--- src/rtl/avl_export_pipe.sv ---
// Registered Avalon-MM export bridge: one-entry command register, fixed-latency read tracking.
// Optional waitrequest watchdog enabled by defining AVL_EXPORT_PIPE_TIMEOUT_EN.
module avl_export_pipe #(
    parameter int pADDR_WIDTH = 8,
    parameter int pDATA_WIDTH = 32,
    parameter int pRD_LATENCY = 1,
    parameter int pTIMEOUT    = 256
) (
    input  logic                   avl_clock,
    input  logic                   avl_rst_n,
    input  logic [pADDR_WIDTH-1:0] s_avl_addr,
    input  logic                   s_avl_wrena,
    input  logic [pDATA_WIDTH-1:0] s_avl_wrdata,
    input  logic                   s_avl_rdena,
    output logic [pDATA_WIDTH-1:0] s_avl_rddata,
    output logic                   s_avl_rdvalid,
    output logic                   s_avl_wrq,
    output logic [pADDR_WIDTH-1:0] m_avl_addr,
    output logic                   m_avl_wrena,
    output logic [pDATA_WIDTH-1:0] m_avl_wrdata,
    output logic                   m_avl_rdena,
    input  logic [pDATA_WIDTH-1:0] m_avl_rddata,
    input  logic                   m_avl_wrq,
    output logic                   timeout_err
);

    if (pRD_LATENCY < 1 || pRD_LATENCY > 8 || pTIMEOUT < 2 || pTIMEOUT > 65535) begin : g_bad_param
        $error("avl_export_pipe: parameter out of range");
    end

    typedef enum logic {IDLE, BUSY} state_t;

    state_t                 state, state_nxt;
    logic                   cmd_load, cmd_done, cmd_abort;
    logic                   tmo_hit, tmo_rd_fire;
    logic [pRD_LATENCY-1:0] trk, trk_nxt;
    logic                   rd_push, rd_emerge;

    always_comb begin
        state_nxt = state;
        cmd_load  = 1'b0;
        cmd_done  = 1'b0;
        cmd_abort = 1'b0;
        case (state)
            IDLE: begin
                if (s_avl_wrena || s_avl_rdena) begin
                    cmd_load  = 1'b1;
                    state_nxt = BUSY;
                end
            end
            BUSY: begin
                if (!m_avl_wrq) begin
                    cmd_done  = 1'b1;
                    state_nxt = IDLE;
                end else if (tmo_hit) begin
                    cmd_abort = 1'b1;
                    state_nxt = IDLE;
                end
            end
            default: state_nxt = IDLE;
        endcase
    end

    always_ff @(posedge avl_clock or negedge avl_rst_n) begin
        if (!avl_rst_n) begin
            state        <= IDLE;
            m_avl_addr   <= '0;
            m_avl_wrdata <= '0;
            m_avl_wrena  <= 1'b0;
            m_avl_rdena  <= 1'b0;
            s_avl_wrq    <= 1'b0;
        end else begin
            state <= state_nxt;
            if (cmd_load) begin
                // write wins when both strobes arrive together
                m_avl_addr   <= s_avl_addr;
                m_avl_wrdata <= s_avl_wrdata;
                m_avl_wrena  <= s_avl_wrena;
                m_avl_rdena  <= ~s_avl_wrena;
                s_avl_wrq    <= 1'b1;
            end else if (cmd_done || cmd_abort) begin
                m_avl_wrena  <= 1'b0;
                m_avl_rdena  <= 1'b0;
                s_avl_wrq    <= 1'b0;
            end
        end
    end

    assign rd_push   = cmd_done && m_avl_rdena;
    assign rd_emerge = trk[pRD_LATENCY-1];

    always_comb begin
        trk_nxt    = '0;
        trk_nxt[0] = rd_push;
        for (int i = 1; i < pRD_LATENCY; i++) trk_nxt[i] = trk[i-1];
    end

    always_ff @(posedge avl_clock or negedge avl_rst_n) begin
        if (!avl_rst_n) begin
            trk           <= '0;
            s_avl_rddata  <= '0;
            s_avl_rdvalid <= 1'b0;
        end else begin
            trk <= trk_nxt;
            if (rd_emerge) begin
                s_avl_rddata  <= m_avl_rddata;
                s_avl_rdvalid <= 1'b1;
            end else if (tmo_rd_fire) begin
                s_avl_rddata  <= '1;
                s_avl_rdvalid <= 1'b1;
            end else begin
                s_avl_rdvalid <= 1'b0;
            end
        end
    end

`ifdef AVL_EXPORT_PIPE_TIMEOUT_EN
    logic [15:0] tmo_cnt;
    logic        tmo_pend;
    logic        tmo_err_q;

    assign tmo_hit     = (state == BUSY) && m_avl_wrq && (tmo_cnt == 16'(pTIMEOUT - 1));
    assign tmo_rd_fire = (cmd_abort && m_avl_rdena) || tmo_pend;
    assign timeout_err = tmo_err_q;

    // an error return colliding with a tracked return waits one cycle behind it
    always_ff @(posedge avl_clock or negedge avl_rst_n) begin
        if (!avl_rst_n) begin
            tmo_cnt   <= '0;
            tmo_pend  <= 1'b0;
            tmo_err_q <= 1'b0;
        end else begin
            if (cmd_load)
                tmo_cnt <= '0;
            else if (state == BUSY && m_avl_wrq)
                tmo_cnt <= tmo_cnt + 16'd1;
            tmo_pend <= tmo_rd_fire && rd_emerge;
            if (cmd_abort)
                tmo_err_q <= 1'b1;
        end
    end
`else
    assign tmo_hit     = 1'b0;
    assign tmo_rd_fire = 1'b0;
    assign timeout_err = 1'b0;
`endif

endmodule

--- config.mk ---
export PLATFORM = sky130hd
export DESIGN_NAME = avl_export_pipe
export DESIGN_NICKNAME = d
export VERILOG_FILES = /design/src/rtl/avl_export_pipe.sv
export SDC_FILE = /design/constraint.sdc
export NUM_CORES = 1
export LEC_CHECK = 0
export CAP_MARGIN = 20
export CORE_ASPECT_RATIO = 0.5
export CORE_MARGIN = 3
export CORE_UTILIZATION = 35
export DETAILED_ROUTE_END_ITERATION = 16
export GPL_ROUTABILITY_DRIVEN = 0
export MAX_ROUTING_LAYER = met4
export PLACE_DENSITY_LB_ADDON = 0.2
export SLEW_MARGIN = 20
export SYNTH_ARGS = -nofsm -noshare
export SYNTH_HDL_FRONTEND = slang
export SYNTH_SLANG_ARGS = --single-unit
--- constraint.sdc ---
create_clock -name avl_clock -period 3.55 [get_ports avl_clock]
set_clock_uncertainty 0.05 [all_clocks]
set_input_delay 0.71 -clock avl_clock [delete_from_list [all_inputs] [get_ports avl_clock]]
set_output_delay 0.71 -clock avl_clock [all_outputs]
set_load 0.02 [all_outputs]
==> impl_metrics.tcl <==
set metrics [dict create \
    status "finished, final reports clean" \
    netSwitchingFraction_pct 29.2 \
    synthTopCellsByArea "sky130_fd_sc_hd__dfrtp_1, sky130_fd_sc_hd__mux2_4, sky130_fd_sc_hd__mux2_2" \
    layout.filler_cells 632 \
    hold_slack_ps 449 \
    drtPass1Iterations 4 \
    final_hold_viol_count 0 \
    timing.slew.headroom_pct 36.6 \
    layout_common_cells "sky130_fd_sc_hd__clkdlybuf4s50_1, sky130_fd_sc_hd__dfrtp_1, sky130_fd_sc_hd__mux2_4, sky130_fd_sc_hd__mux2_2, sky130_fd_sc_hd__clkbuf_16" \
    post_synth_design_cell_area_um2 3080 \
    synth-seq-cells 78 \
    io_buffer_count 152 \
    worst_slew_pin_slew_ps 951 \
    num_rows 23 \
    die-area_um2 10000 \
    cts-root-to-sink-buffers 2 \
    slew_violations 0 \
    grt_usage_pct 14.3 \
    final_min_period_over_clock_period_pct 62.1 \
    clock-root-buffer "sky130_fd_sc_hd__clkbuf_16" \
    area_growth_pct 60.9 \
    drt_wl_total_um 6800 \
    grt_setup_unrepaired "no" \
    synth_seq_area_share_pct 63.3 \
    max_cap_violations 0 \
    ant_diodes 0 \
    max-vdd-ir-drop_mv 0.358 \
    cellLeakagePower_nw 2.18 \
    grt_start_max_net_pins 79 \
    clk_lat_worst_skew_ps 310 \
    cts.reportedPaths.clkPinSlew_ps 50 \
    worst_setup_path_start_kind "input pin" \
    synth.distinct_cells 19 \
    required_arrival_time_at_the_worst_endpoint_ps 3700 \
    vias 1947 \
    synth_nets 251 \
    layout.cells.most_common "sky130_fd_sc_hd__clkdlybuf4s50_1" \
    max_freq_ghz 0.454 \
    die-width_um 139 \
    hpwlAfterDp_um 4940 \
    vias_in_the_first_global_route 2096 \
    grt_pass1_wl_um 11000 \
    core_area_um2 8290 \
    syn_area_per_cell_um2 17.7 \
    end_kind "flop" \
    antenna_found_initial 0 \
    die_height_um 72.4 \
    clock_tree.htree_level_count 3 \
    first_iter_violations 72 \
    timing.final.setup_violations 0 \
    power.density_cell_area_nw_per_um2 701 \
    tritoncts_clock_tree "built" \
    sequentialPowerShare_pct 37.1 \
    yosysWarningCount 0 \
    detail-route-antenna-nets 0 \
    global_route.overflow_total 0 \
    cts.sinks 78 \
    crit_fanout 31 \
    hp-class "flop to flop" \
    switchingPower_mw 1.02 \
    detail_route.vias_per_cell 4.39 \
    syn-instance-count 174 \
    power.clock.fraction_pct 24.7 \
    synth_largest_type_area_fraction_pct 63.3 \
    synthDominantAreaCellType "sky130_fd_sc_hd__dfrtp_1" \
    internal_power_mw 2.46 \
    finish.net_count 407 \
    minimum_clock_period_ps 2200 \
    cp_data_arrival_time_ps 2360 \
    cts_made_buffers 9 \
    top_level_ports 154 \
    criticalPathCategory "input pin to flop" \
    routedWlPerCell_um 15.3 \
    final_layout_size_suffix_gt1_share_pct 25.9 \
    cts_hold_repair.buffers 0 \
    route.detailed.drc 0 \
    initial_utilization_pct 37.2 \
    post_cts.repair.setup_buffers 0 \
    power.combinational.fraction_pct 38.1 \
    totalPowerFinal_mw 3.48 \
    post_cts_resized 0 \
    timing.setup.tns_ps 0 \
]
==> through the flow <==
| step | instances | cell area, µm² | setup slack, ps | util (%) |
|---|---|---|---|---|
| after detailed placement | 431 | 4680 | 1000 | 56.5 |
| after CTS | 444 | 4960 | 1350 | 59.9 |
| final | 444 | 4960 | 1350 | 59.9 |
| after global placement | 431 | 4680 | 1040 | 56.5 |
| after global routing | 444 | 4960 | 1270 | 59.9 |
| after floorplan | 174 | 3080 | 1950 | - |
==> routing by layer <==
layer	up-vias	GRT usage, %	part of all wire (%)
met3	5	4.94	5.6
li1	920	-	-
met5	-	-	0
met4	0	3.25	0.69
met2	73	25.1	52
met1	949	16.2	42
==> power groups by stage <==
stage | logic (mW) | registers (mW) | clock network (mW)
detailed placement | 1.34 | 1.30 | 0
global placement | 1.32 | 1.30 | 0
CTS | 1.34 | 1.29 | 0.890
global route | 1.39 | 1.33 | 0.931
finish | 1.33 | 1.29 | 0.860
floorplan | 0.340 | 1.61 | 0
==> cells by family after synthesis <==
| kind of cell | Yosys count | synth area share (%) |
|---|---|---|
| compound gates | 5 | 1.34 |
| buf+inv | 11 | 3.04 |
| flops | 78 | 63.3 |
| mux | 72 | 31.0 |
| other cells | 1 | 0.122 |
| simple gates | 7 | 1.14 |
==> state kept, by name, indices dropped and copies added, names as in the netlist <==
| register | flops |
|---|---|
| m_avl_wrdata | 32 |
| s_avl_rddata | 32 |
| m_avl_addr | 8 |
| m_avl_rdena | 1 |
| m_avl_wrena | 1 |
| rd_emerge | 1 |
| s_avl_rdvalid | 1 |
| s_avl_wrq | 1 |
| state | 1 |
==> cells in the mapped netlist <==
library cell and n:
sky130_fd_sc_hd__mux2_2 31, sky130_fd_sc_hd__o21bai_4 1, sky130_fd_sc_hd__inv_1 2, sky130_fd_sc_hd__nand3_1 2
sky130_fd_sc_hd__dfrtp_1 78, sky130_fd_sc_hd__buf_8 4, sky130_fd_sc_hd__clkbuf_1 1, sky130_fd_sc_hd__o31ai_1 1
sky130_fd_sc_hd__mux2_4 39, sky130_fd_sc_hd__mux2_1 2, sky130_fd_sc_hd__nor2b_1 1, sky130_fd_sc_hd__o21ai_0 1
sky130_fd_sc_hd__conb_1 1, sky130_fd_sc_hd__and2_1 1, sky130_fd_sc_hd__buf_4 1, sky130_fd_sc_hd__nor2_1 2
sky130_fd_sc_hd__a21oi_1 2, sky130_fd_sc_hd__buf_2 3, sky130_fd_sc_hd__nor3_1 1
==> cell type report <==
class | count | area (µm²) | area share, %
multi-input combinational | 85 | 1040 | 20.9
clock inverter | 2 | 35.0 | 0.706
sequential | 78 | 1950 | 39.3
clock buffer | 11 | 243 | 4.89
inverter | 2 | 7.51 | 0.151
timing repair buffer | 154 | 1550 | 31.2
tap | 112 | 140 | 2.82
==> critical path, cell delays in order <==
cell and delay, ps:
sky130_fd_sc_hd__clkdlybuf4s50_1 500, sky130_fd_sc_hd__o21bai_4 470, sky130_fd_sc_hd__buf_12 310, sky130_fd_sc_hd__mux2_2 360
==> final timing paths <==
check,start,slack (ps),cells past startpoint,to
max in group asynchronous,avl_rst_n,2340,1,m_avl_wrdata[9]
min reg2reg,s_avl_rddata[5],450,1,s_avl_rddata[5]
min in group asynchronous,avl_rst_n,490,1,s_avl_rddata[25]
max reg2reg,state,1960,3,m_avl_wrdata[28]
min,s_avl_rddata[5],450,1,s_avl_rddata[5]
max,s_avl_rdena,1350,4,m_avl_wrdata[28]
Note: power is estimated with default switching activity, not from simulation.
